[src/rtl/perf_counter_bank_if.sv]
// Bus bundle for perf_counter_bank: PC trace, event qualifiers, clear,
// readout request/response and status flags. The master side is the
// CPU/debug logic that drives the block; the slave side is the counter bank.
interface perf_counter_bank_if #(
  parameter int NUM_CHANNELS = 4,
  parameter int COUNT_WIDTH  = 32,
  parameter int IDX_W        = 2
);
  logic [15:0]              pc;
  logic [NUM_CHANNELS-1:0]  event_in;
  logic                     clear;
  logic                     rd_req;
  logic [IDX_W-1:0]         rd_idx;
  logic                     rd_valid;
  logic [COUNT_WIDTH-1:0]   rd_data;
  logic [NUM_CHANNELS-1:0]  ovf;
  logic                     running;
  logic                     done;

  modport master (
    output pc, event_in, clear, rd_req, rd_idx,
    input  rd_valid, rd_data, ovf, running, done
  );

  modport slave (
    input  pc, event_in, clear, rd_req, rd_idx,
    output rd_valid, rd_data, ovf, running, done
  );
endinterface

[src/rtl/perf_counter_bank.sv]
// Bank of PC-windowed event counters. Counting is armed when the PC hits
// START_PC and stops after the cycle in which the PC hits FINAL_PC; the
// bank then sits in DONE until cleared. Each counter carries a sticky
// overflow flag, and any channel can be read back one cycle after a request.
// Build option: define PERF_SATURATE_EN to make counters stick at all-ones
// instead of wrapping to zero; overflow flags behave the same either way.
module perf_counter_bank #(
  parameter int          NUM_CHANNELS = 4,
  parameter int          COUNT_WIDTH  = 32,
  parameter logic [15:0] START_PC     = 16'h0000,
  parameter logic [15:0] FINAL_PC     = 16'hFFFF,
  parameter int          IDX_W        = (NUM_CHANNELS > 1) ? $clog2(NUM_CHANNELS) : 1
) (
  input  logic                 cpu_clk,
  input  logic                 resetN,
  perf_counter_bank_if.slave   bus
);

  typedef enum logic [1:0] {
    IDLE     = 2'd0,
    COUNTING = 2'd1,
    DONE     = 2'd2
  } state_t;

  state_t                   r_state;
  state_t                   w_nextState;
  logic [COUNT_WIDTH-1:0]   r_count [NUM_CHANNELS];
  logic [NUM_CHANNELS-1:0]  r_ovf;
  logic                     r_rdValid;
  logic [COUNT_WIDTH-1:0]   r_rdData;
  logic [COUNT_WIDTH-1:0]   w_rdSel;

  // State register; reset and clear both park the FSM in IDLE.
  always_ff @(posedge cpu_clk or negedge resetN) begin
    if (!resetN) r_state <= IDLE;
    else         r_state <= w_nextState;
  end

  // Next-state: clear wins over PC matches, and DONE ignores the PC entirely.
  always_comb begin
    w_nextState = r_state;
    if (bus.clear) begin
      w_nextState = IDLE;
    end else begin
      case (r_state)
        IDLE: begin
          if (bus.pc == START_PC)
            w_nextState = (START_PC == FINAL_PC) ? DONE : COUNTING;
        end
        COUNTING: begin
          if (bus.pc == FINAL_PC) w_nextState = DONE;
        end
        DONE:    w_nextState = DONE;
        default: w_nextState = IDLE;
      endcase
    end
  end

  // Counters advance off the registered state, so the arming cycle is not
  // counted but the FINAL_PC cycle is; an event at all-ones flags overflow.
  always_ff @(posedge cpu_clk or negedge resetN) begin
    if (!resetN) begin
      for (int i = 0; i < NUM_CHANNELS; i++) r_count[i] <= '0;
      r_ovf <= '0;
    end else if (bus.clear) begin
      for (int i = 0; i < NUM_CHANNELS; i++) r_count[i] <= '0;
      r_ovf <= '0;
    end else if (r_state == COUNTING) begin
      for (int i = 0; i < NUM_CHANNELS; i++) begin
        if (bus.event_in[i]) begin
          if (&r_count[i]) begin
            r_ovf[i] <= 1'b1;
`ifdef PERF_SATURATE_EN
            r_count[i] <= r_count[i];
`else
            r_count[i] <= '0;
`endif
          end else begin
            r_count[i] <= r_count[i] + COUNT_WIDTH'(1);
          end
        end
      end
    end
  end

  // Readout mux; indices past the last channel select zero.
  always_comb begin
    w_rdSel = '0;
    for (int i = 0; i < NUM_CHANNELS; i++) begin
      if (bus.rd_idx == IDX_W'(i)) w_rdSel = r_count[i];
    end
  end

  // Readout register captures the pre-increment value and holds it between requests.
  always_ff @(posedge cpu_clk or negedge resetN) begin
    if (!resetN) begin
      r_rdValid <= 1'b0;
      r_rdData  <= '0;
    end else begin
      r_rdValid <= bus.rd_req;
      if (bus.rd_req) r_rdData <= w_rdSel;
    end
  end

  assign bus.rd_valid = r_rdValid;
  assign bus.rd_data  = r_rdData;
  assign bus.ovf      = r_ovf;
  assign bus.running  = (r_state == COUNTING);
  assign bus.done     = (r_state == DONE);

endmodule
[src/flat_wrapper.sv]
// flat-port wrapper written by rule: the top's interface ports become plain ports
module perf_counter_bank_flat 
#(
  parameter int          NUM_CHANNELS = 4,
  parameter int          COUNT_WIDTH  = 32,
  parameter logic [15:0] START_PC     = 16'h0000,
  parameter logic [15:0] FINAL_PC     = 16'hFFFF,
  parameter int          IDX_W        = (NUM_CHANNELS > 1) ? $clog2(NUM_CHANNELS) : 1
)
  (cpu_clk, resetN, bus_pc, bus_event_in, bus_clear, bus_rd_req, bus_rd_idx, bus_rd_valid, bus_rd_data, bus_ovf, bus_running, bus_done);
  perf_counter_bank_if #(.NUM_CHANNELS(NUM_CHANNELS), .COUNT_WIDTH(COUNT_WIDTH), .IDX_W(IDX_W)) bus_i ();
  input  logic cpu_clk;
  input  logic resetN;
  input wire logic [$bits(bus_i.pc)-1:0] bus_pc;
  input wire logic [$bits(bus_i.event_in)-1:0] bus_event_in;
  input wire logic [$bits(bus_i.clear)-1:0] bus_clear;
  input wire logic [$bits(bus_i.rd_req)-1:0] bus_rd_req;
  input wire logic [$bits(bus_i.rd_idx)-1:0] bus_rd_idx;
  output wire logic [$bits(bus_i.rd_valid)-1:0] bus_rd_valid;
  output wire logic [$bits(bus_i.rd_data)-1:0] bus_rd_data;
  output wire logic [$bits(bus_i.ovf)-1:0] bus_ovf;
  output wire logic [$bits(bus_i.running)-1:0] bus_running;
  output wire logic [$bits(bus_i.done)-1:0] bus_done;
  assign bus_i.pc = bus_pc;
  assign bus_i.event_in = bus_event_in;
  assign bus_i.clear = bus_clear;
  assign bus_i.rd_req = bus_rd_req;
  assign bus_i.rd_idx = bus_rd_idx;
  assign bus_rd_valid = bus_i.rd_valid;
  assign bus_rd_data = bus_i.rd_data;
  assign bus_ovf = bus_i.ovf;
  assign bus_running = bus_i.running;
  assign bus_done = bus_i.done;
  perf_counter_bank #(.NUM_CHANNELS(NUM_CHANNELS), .COUNT_WIDTH(COUNT_WIDTH), .START_PC(START_PC), .FINAL_PC(FINAL_PC), .IDX_W(IDX_W)) u_core (.cpu_clk(cpu_clk), .resetN(resetN), .bus(bus_i));
endmodule
[config.mk]
export PLATFORM = sky130hd
export DESIGN_NAME = perf_counter_bank_flat
export DESIGN_NICKNAME = d
export VERILOG_FILES = /design/src/rtl/perf_counter_bank_if.sv /design/src/rtl/perf_counter_bank.sv /design/src/flat_wrapper.sv
export SDC_FILE = /design/constraint.sdc
export NUM_CORES = 1
export LEC_CHECK = 0
export ABC_AREA = 1
export CORE_MARGIN = 2
export CORE_UTILIZATION = 43
export CTS_BUF_LIST = sky130_fd_sc_hd__clkbuf_8
export DETAILED_ROUTE_END_ITERATION = 10
export MAX_ROUTING_LAYER = met4
export SLEW_MARGIN = 25
export SYNTH_ARGS = -nofsm -noshare
export SYNTH_HDL_FRONTEND = slang
export SYNTH_SLANG_ARGS = --single-unit
[constraint.sdc]
create_clock -name cpu_clk -period 2.9 [get_ports cpu_clk]
set_input_delay 0.29 -clock cpu_clk [delete_from_list [all_inputs] [get_ports cpu_clk]]
set_output_delay 0.29 -clock cpu_clk [all_outputs]
set_load 0.02 [all_outputs]
## Word-level counts from Yosys, hierarchy flattened

Cells that the tools add are included.

| storage, ports and cells | value |
|---|---|
| word-level logic and storage cells | 76 |
| register bits | 167 |
| bits of input ports | 26 |

| operators by class | value |
|---|---|
| equal/unequal tests | 8 |
| mux-type cells | 28 |
| add/sub/neg operators | 4 |
| reductions and logical operators | 25 |

Operators by type and width:

| kind | count |
|---|---|
| $mux 32 | 12 |
| $mux 128 | 2 |
| $add 32x1->32 const B | 4 |
| $reduce_and 32->1 | 4 |
| $reduce_bool 2->1 | 9 |
| $eq 16x16->1 const B | 1 |
| $logic_not 16->1 | 1 |
| $reduce_and 3->1 | 4 |
| $reduce_and 2->1 | 5 |
| $mux 1 | 8 |
| $mux 4 | 2 |
| $eq 2x2->1 const B | 3 |
| $mux 2 | 3 |
| $ne 3x2->1 const B | 2 |
| $pmux 2 s3 | 1 |
| $eq 2x1->1 const B | 2 |
| $logic_not 2->1 | 2 |

## Logic depth before layout (Yosys ltp)

Gate-level depths: netlist (run 1).

| logic depth | value |
|---|---|
| depth after elaboration | 5 |
| gate-level depth with buffers | 12 |
| gate-level depth less buffers | 11 |

## Least setup slack after synthesis (run 1)

Ideal clock, no wire load.

| timing | value |
|---|---|
| path kind | register to register |
| from | reg u_core.r_state[1] |
| to | reg u_core.r_count[123] (netlist name) |
| buffers on the path | 0 |
| arrival | 1687 ps |
| setup time | 117 ps |
| period minus slack after synthesis | 1804 ps |
| stages on the path, launching flop included | 10 |
| setup slack | 1096 ps |
| cell sequence | dfrtp_1 inv_1 ha_1 nand2_1 nand2_1 nand3_1 nor2_4 nand2_1 nor2_1 nor2_1 |

| between the ends | value |
|---|---|
| longest elaborated chain between the ends | 3 |

RTL lines:

| what | RTL line | source |
|---|---|---|
| start, declared | perf_counter_bank.sv:25 | `state_t r_state;` |
| start signal, assigned | perf_counter_bank.sv:36 | `else r_state <= w_nextState;` |
| $eq 2x1->1 | - |  |
| named net bus_running | flat_wrapper.sv:22 | `output wire logic [$bits(bus_i.running)-1:0] bus_running;` |
| $reduce_bool 2->1 (no line) | - |  |
| $reduce_and 2->1 (no line) | - |  |
| end signal, assigned by index | perf_counter_bank.sv:79 | `r_count[i] <= r_count[i] + COUNT_WIDTH'(1);` |
| end, declared | perf_counter_bank.sv:27 | `logic [COUNT_WIDTH-1:0] r_count [NUM_CHANNELS];` |

The timed path passes the listed nets, and every way through them passes these cells.
A chain may end at the register's enable or synchronous reset.

## Final worst setup path (run 1)

| timing | value |
|---|---|
| from | reg u_core.r_state[1] |
| to | reg u_core.r_count[117] (netlist name) |

| between the ends | value |
|---|---|
| longest elaborated chain between the ends | 3 |

RTL lines:

| what | RTL line | source |
|---|---|---|
| $eq 2x1->1 | perf_counter_bank.sv:68 | `end else if (r_state == COUNTING) begin` |
| $reduce_bool 2->1 (no line) | - |  |
| $reduce_and 2->1 (no line) | - |  |

No other way between the ends.

==> results of run 1 <==
[layout make-up]
type / instances / area, sq um / share of cell area (%)
clock buffers: 19 / 262 / 2.28
clock inverters: 13 / 160 / 1.40
inverters: 159 / 603 / 5.26
multi-input cells: 1112 / 5110 / 44.6
flip-flops and latches: 167 / 4180 / 36.4
well taps: 313 / 392 / 3.41
repair buffers: 77 / 767 / 6.68
[worst max-delay path by stage]
stage                       from                  end  depth (start not counted)
6_report       u_core.r_state[1]  u_core.r_count[117]                          9
5_1_grt        u_core.r_state[1]  u_core.r_count[125]                          9
4_1_cts        u_core.r_state[1]  u_core.r_count[117]                          9
3_5_place_dp   u_core.r_state[1]  u_core.r_count[117]                          9
3_3_place_gp   u_core.r_state[1]  u_core.r_count[117]                          9
2_1_floorplan  u_core.r_state[1]  u_core.r_count[123]                          9
[layer usage]
layer,up-vias,share of wire (%)
met2,265,43
li1,4764,-
met3,33,6.0
met5,-,0
met1,4421,48
met4,0,2.4
[sequential cells by signal, indices dropped and copies added (netlist names)]
signal	flops
u_core.r_count	128
u_core.bus.rd_data	32
u_core.bus.ovf	4
u_core.r_state	2
u_core.bus.rd_valid	1
[cells in the final DEF, fill, tap and decap left out, drive strengths merged, types with 4 or more instances in the layout]
cell type / netlist / final
a21oi: 36 / 36
a31oi: 20 / 20
buf: 19 / 13
clkbuf: 12 / 19
clkdlybuf4s50: 0 / 63
clkinv: 2 / 4
dfrtp: 167 / 167
ha: 7 / 7
inv: 157 / 163
nand2: 468 / 468
nand3: 83 / 83
nand3b: 5 / 5
nand4: 34 / 34
nor2: 304 / 304
nor3: 24 / 24
o21ai: 58 / 58
o22ai: 8 / 8
xnor2: 14 / 14
xor2: 36 / 36
[worst max-delay path, cell delays in order (launching register included)]
cell and delay (ps):
dfrtp_1 410, inv_1 80, ha_1 460, nand2_1 230, nand2_1 420, nand3_1 220, nor3_2 310, nand3_1 120
nand3_1 100, inv_1 50
[cells by family after synthesis]
kind of cell	synth area share, %
AO/OA/AOI/OAI	7.33
XOR/XNOR	4.35
adder cells (fa/ha/maj)	0.870
buffers and inverters	7.71
flip-flops	41.5
AND/OR/NAND/NOR	38.2
[where the power goes]
part / internal [W] / switching [W]
combinational: 0.000204 / 0.000422
sequential: 0.00239 / 0.0000485
clock: 0.000839 / 0.000985
total: 0.00343 / 0.00146
[per-stage QoR]
stage	cells	total power [W]
after floorplan	1469	0.00282
after global placement	1827	0.00310
after CTS	1860	0.00492
after detailed placement	1827	0.00311
after global routing	1860	0.00508
final	1860	0.00489
[timing repair]
item	4_1_cts	5_1_grt
hold buffers	1	0
gates resized for setup	0	0
endpoints found under the hold margin	72	0
endpoints found under the setup margin	0	0
==> results by group, run 1 <==
Status
  • Status: finished clean

Detailed routing
  • Via count: roughly 9500
  • Vias per std cell: slightly above 5
  • Routed len/inst: roughly 16 um
  • Total wire length: 30.7 mm
  • Drt drc: 0
  • Drt first-iter violations: between 700 and 800
  • Routed Antenna Nets: 0
  • TritonRoute pass-1 iters: 5

Global routing
  • Pin count of the biggest net entering global routing: 75
  • GRT Util Overall: between 20% and 30%
  • Number of global-route vias before repair: between 8000 and 9000
  • Grt ovf: 0
  • Met1 usage: between 30% and 40%
  • Layer with the highest usage: met2
  • Initial antenna violation count: 0
  • First-pass GRT wire length: about 49 mm
  • M2 GR Usage: about two fifths
  • Met3 usage in global routing: 4.98%

Floorplan
  • Die Y: between 150 and 200 um
  • Starting Density: between 40% and 50%
  • Die Width: between 150 and 200 um
  • I/O pins: 65
  • Core area: about 23000 sq um
  • Total die area: roughly 25000 sq um
  • Row cnt: 55

STA
  • Clock Skew: roughly 29 ps
  • FMAX: 0.398 GHz
  • Worst slew pin tran: 806 ps
  • Final setup margin: roughly 390 ps
  • Setup TNS: 0 ps
  • Crit share post-route: between 80% and 90%
  • Worst slew margin: ~46%
  • Unrepaired setup endpoints after global routing: false
  • Setup Viol. Count Final: 0
  • Max Slew Vio Count: 0
  • Fin. Hold Viols: 0
  • Fin crit period: approximately 2500 ps
  • Hold Worst Slack: roughly 420 ps

Layout
  • Final instance area: roughly 11000 sq um
  • # nets final: ~1600
  • Synth-to-Final Area Change: 14.0%
  • Ant diodes: 0
  • FILL cells: around 2300
  • Layout cells sized above 1: between 5 and 6%
  • Post-layout util: a little over 50%

Power and ir drop
  • Worst VDD drop: between 0.2 and 0.25 mV
  • Leak Pwr: roughly 4.9 nW
  • P per Cell Area: around 430 nW/um^2

Synthesis
  • Sequential area share after synthesis: 41.5%
  • Post-Syn Area: 10100 sq um
  • Syn nets: about 1500
  • Synth top area share: around two fifths
  • Synthesis Warnings: 0
  • Syn Area/Cell: roughly 6.9 sq um
  • Top post-synthesis cells by count: 459 x nand2_1, 284 x nor2_1, 167 x dfrtp_1
  • Top-count cell post-synth: nand2_1
  • Yosys reg bits: 167
  • Synth async-reset ratio: 100%
  • EDFF count, synth: 0
  • Ys flop type: dfrtp_1
  • Synth area leader: dfrtp_1
  • Synth top area cells: dfrtp_1 42%, nand2_1 17%, nor2_1 11%
  • Post-Syn Instances: around 1500
  • Yosys cell types: just over 40

Hold path
  • Hold crit path type: in -> async

CTS
  • Clock Sinks: ~170
  • Number of CTS-inserted buffers: 17
  • Clock-pin slew on the worst setup and hold paths: about 110 ps
  • H-tree Lvls: 4
  • Clock Tree Root: clkbuf_8
  • Post-CTS Setup Bufs: 0
  • CTS tree: yes
  • Clock Latency Late Sink: 480 ps
  • Deepest clock path buffer count: 2

Critical path
  • FF-to-FF path depth: 9
  • Reg-to-reg slack, setup: 390 ps
  • Worst setup EP type: register
  • Kind of critical path: reg -> reg
  • Worst EP arrival: about 2900 ps
  • Worst setup SP type: register
  • CP max FO: 15
  • Critical R2R Capture: u_core.r_count[117]
  • Critical path data required time: roughly 3300 ps
  • RR Startpoint: u_core.r_state[1]

Place
  • Placed Area: approximately 11000 sq um
  • Dpl ws: ~420 ps
  • Port bufs: 64
  • GPL Wtd Cong: around 0.94
  • Dpl hpwl: approximately 23 mm

Job
  • Max cap viols: 0
Power figures use the tool's default switching activity.
==> run 2: changes to the inputs <==
- CORE_ASPECT_RATIO: unset -> 1.1
- clock period: 2.9 -> 2.8 ns (I/O delays scaled with it)
==> results by group, run 2 (same netlist as run 1, synthesis figures left out) <==
CTS
  • Clock Sinks: 167 (unchanged)
  • Deepest clock path buffer count: 2 (unchanged)
  • Clock-pin slew on the worst setup and hold paths: 110 ps (about the same)
  • Number of CTS-inserted buffers: 17 (unchanged)
  • CTS tree: yes
  • Clock Tree Root: clkbuf_8
  • Post-CTS Setup Bufs: 0 (unchanged)
  • H-tree Lvls: 4 (unchanged)
  • Clock Latency Late Sink: 480 ps (about the same)

Detailed routing
  • TritonRoute pass-1 iters: 9 (+4)
  • Drt drc: 0 (unchanged)
  • Drt first-iter violations: 890 (+14%)
  • Routed Antenna Nets: 0 (unchanged)
  • Total wire length: 30.9 mm (+0.76%)
  • Via count: 9595 (+1.2%)
  • Routed len/inst: 16.7 um (+1.1%)
  • Vias per std cell: 5.18 (+1.6%)

Floorplan
  • I/O pins: 65 (unchanged)
  • Die Y: 164 um (+4.8%)
  • Die Width: 150 um (-4.5%)
  • Row cnt: 58 (+5.5%)
  • Total die area: 24700 sq um (about the same)
  • Core area: 22900 sq um (+0.68%)
  • Starting Density: 43.9% (-0.30 points)

Layout
  • Synth-to-Final Area Change: 14.0% (about the same)
  • Top reg by flops: u_core.r_count
  • Layout cells sized above 1: 5.86% (+0.37 points)
  • Most frequent cells in the layout: 459 x nand2_1, 284 x nor2_1, 167 x dfrtp_1
  • # nets final: 1573 (+0.38%)
  • Ant diodes: 0 (unchanged)
  • Most common cell after layout, fill and taps aside: nand2_1
  • Largest register FFs: 128 (unchanged)

Power and ir drop
  • NetSw: 0.00155 W (+6.8%)
  • Reg power frac: 50.6% (+0.7 points)
  • P per Cell Area: 436 nW/um^2 (+2.3%)
  • Overall power: 0.00500 W (+2.3%)
  • Sw Ratio: 31.1% (+1.3 points)
  • Clock Power Share: 36.1% (-1.2 points)
  • Leak Pwr: 4.89 nW (+0.36%)
  • Combinational Power Share: 13.3% (+0.5 points)
  • Worst VDD drop: 0.289 mV (+23%)
  • Pint: 0.00344 W (+0.41%)

Critical path
  • Critical path's largest stage delay: 430 ps (-30 ps)
  • CP max FO: 15 (unchanged)
  • Worst setup EP type: register
  • Worst path most repeated cell: nand2_1
  • Kind of critical path: reg -> reg
  • Worst EP arrival: 2690 ps (-210 ps)
  • Critical-path cell list: inv_1 -> ha_1 -> buf_4 -> nand2_1 -> nand2_1 -> nand3_1 -> nor2_4 -> nand2_1 -> nand2_1 -> nand2_1 -> nor2_1
  • Crit path from: u_core.r_state[1]
  • Worst path slowest cell: dfrtp_1
  • Critical path data required time: 3220 ps (-70 ps)
  • Family with the most delay on the worst path: simple AND/OR/NAND/NOR gates
  • RR Startpoint: u_core.r_state[1]
  • Worst path bufs/invs: 2 (unchanged)
  • Worst setup SP type: register

STA
  • Max Slew Vio Count: 0 (unchanged)
  • FMAX: 0.441 GHz (+11%)
  • Unrepaired setup endpoints after global routing: false
  • Fin crit period: 2270 ps (-243 ps)
  • Crit share post-route: 81.0% (-5.6 points)
  • Worst slew margin: 51.9% (+6.2 points)
  • Setup Viol. Count Final: 0 (unchanged)
  • Worst slew pin tran: 721 ps (-85.2 ps)
  • Fin. Hold Viols: 0 (unchanged)
  • Setup TNS: 0 ps (unchanged)
  • Clock Skew: 20.6 ps (-8.59 ps)

Status
  • Status: finished clean

Global routing
  • First-pass GRT wire length: 49.4 mm (+1.2%)
  • Grt ovf: 0 (unchanged)
  • Number of global-route vias before repair: 8968 (+2.4%)
  • Pin count of the biggest net entering global routing: 71 (-5.3%)
  • Initial antenna violation count: 0 (unchanged)
  • GRT Util Overall: 26.9% (+0.17 points)

Place
  • Port bufs: 64 (unchanged)
  • GPL Wtd Cong: 1.01 (+7.8%)
  • Dpl hpwl: 23.7 mm (+1.6%)

Hold path
  • Hold crit path type: in -> async

Job
  • Max cap viols: 0 (unchanged)
## run 2: per-stage QoR
step / std cells / utilization [%] / worst slack (ps) / area [sq um] / hold WS [ps]
after detailed placement: 1820 / 48.2 / 529 / 11100 / 351
after global routing: 1853 / 50.0 / 297 / 11500 / 436
after floorplan: 1469 / - / 996 / 10100 / -15.6
after global placement: 1820 / 48.2 / 559 / 11100 / 357
after CTS: 1853 / 50.0 / 532 / 11500 / 411
final: 1853 / 50.0 / 532 / 11500 / 383
## run 2: area by class of cell
type / instances / area [sq um]
clock buffers: 17 / 234
flip-flops and latches: 167 / 4180
multi-input cells: 1112 / 5110
fillers: 2337 / 11500
inverters: 159 / 603
repair buffers: 83 / 800
clock inverters: 15 / 169
well taps: 300 / 375
## run 2: final timing paths
check / slack, ps / to / depth (start not counted)
max reg2reg: 530 / u_core.r_count[123] / 11
min reg2reg: 500 / u_core.bus.rd_data[5] / 2
min: 380 / u_core.r_count[71] / 2
min in group cpu_clk: 500 / u_core.bus.rd_data[5] / 2
max: 530 / u_core.r_count[123] / 11
max in group asynchronous: 1650 / u_core.r_count[106] / 3
## run 2: repair_timing
action / in CTS / in global routing
hold buffers: 1 / 0
gates resized for setup: 0 / 0
hold endpoints to repair: 66 / 0
## run 2: per-layer routing
metal  routed length (um)  global-route usage [%]
met5                    0                       -
met2                14000                    41.7
met4                  727                    8.10
met1                14600                    36.6
met3                 1520                    3.98
## run 2: power groups by stage
| stage | Clock (W) | Combinational [W] | Sequential, W |
|---|---|---|---|
| finish | 0.00181 | 0.000665 | 0.00253 |
| global route | 0.00194 | 0.000741 | 0.00254 |
| CTS | 0.00184 | 0.000671 | 0.00253 |
| detailed placement | 0 | 0.000667 | 0.00257 |
| global placement | 0 | 0.000657 | 0.00257 |
| floorplan | 0 | 0.000317 | 0.00260 |
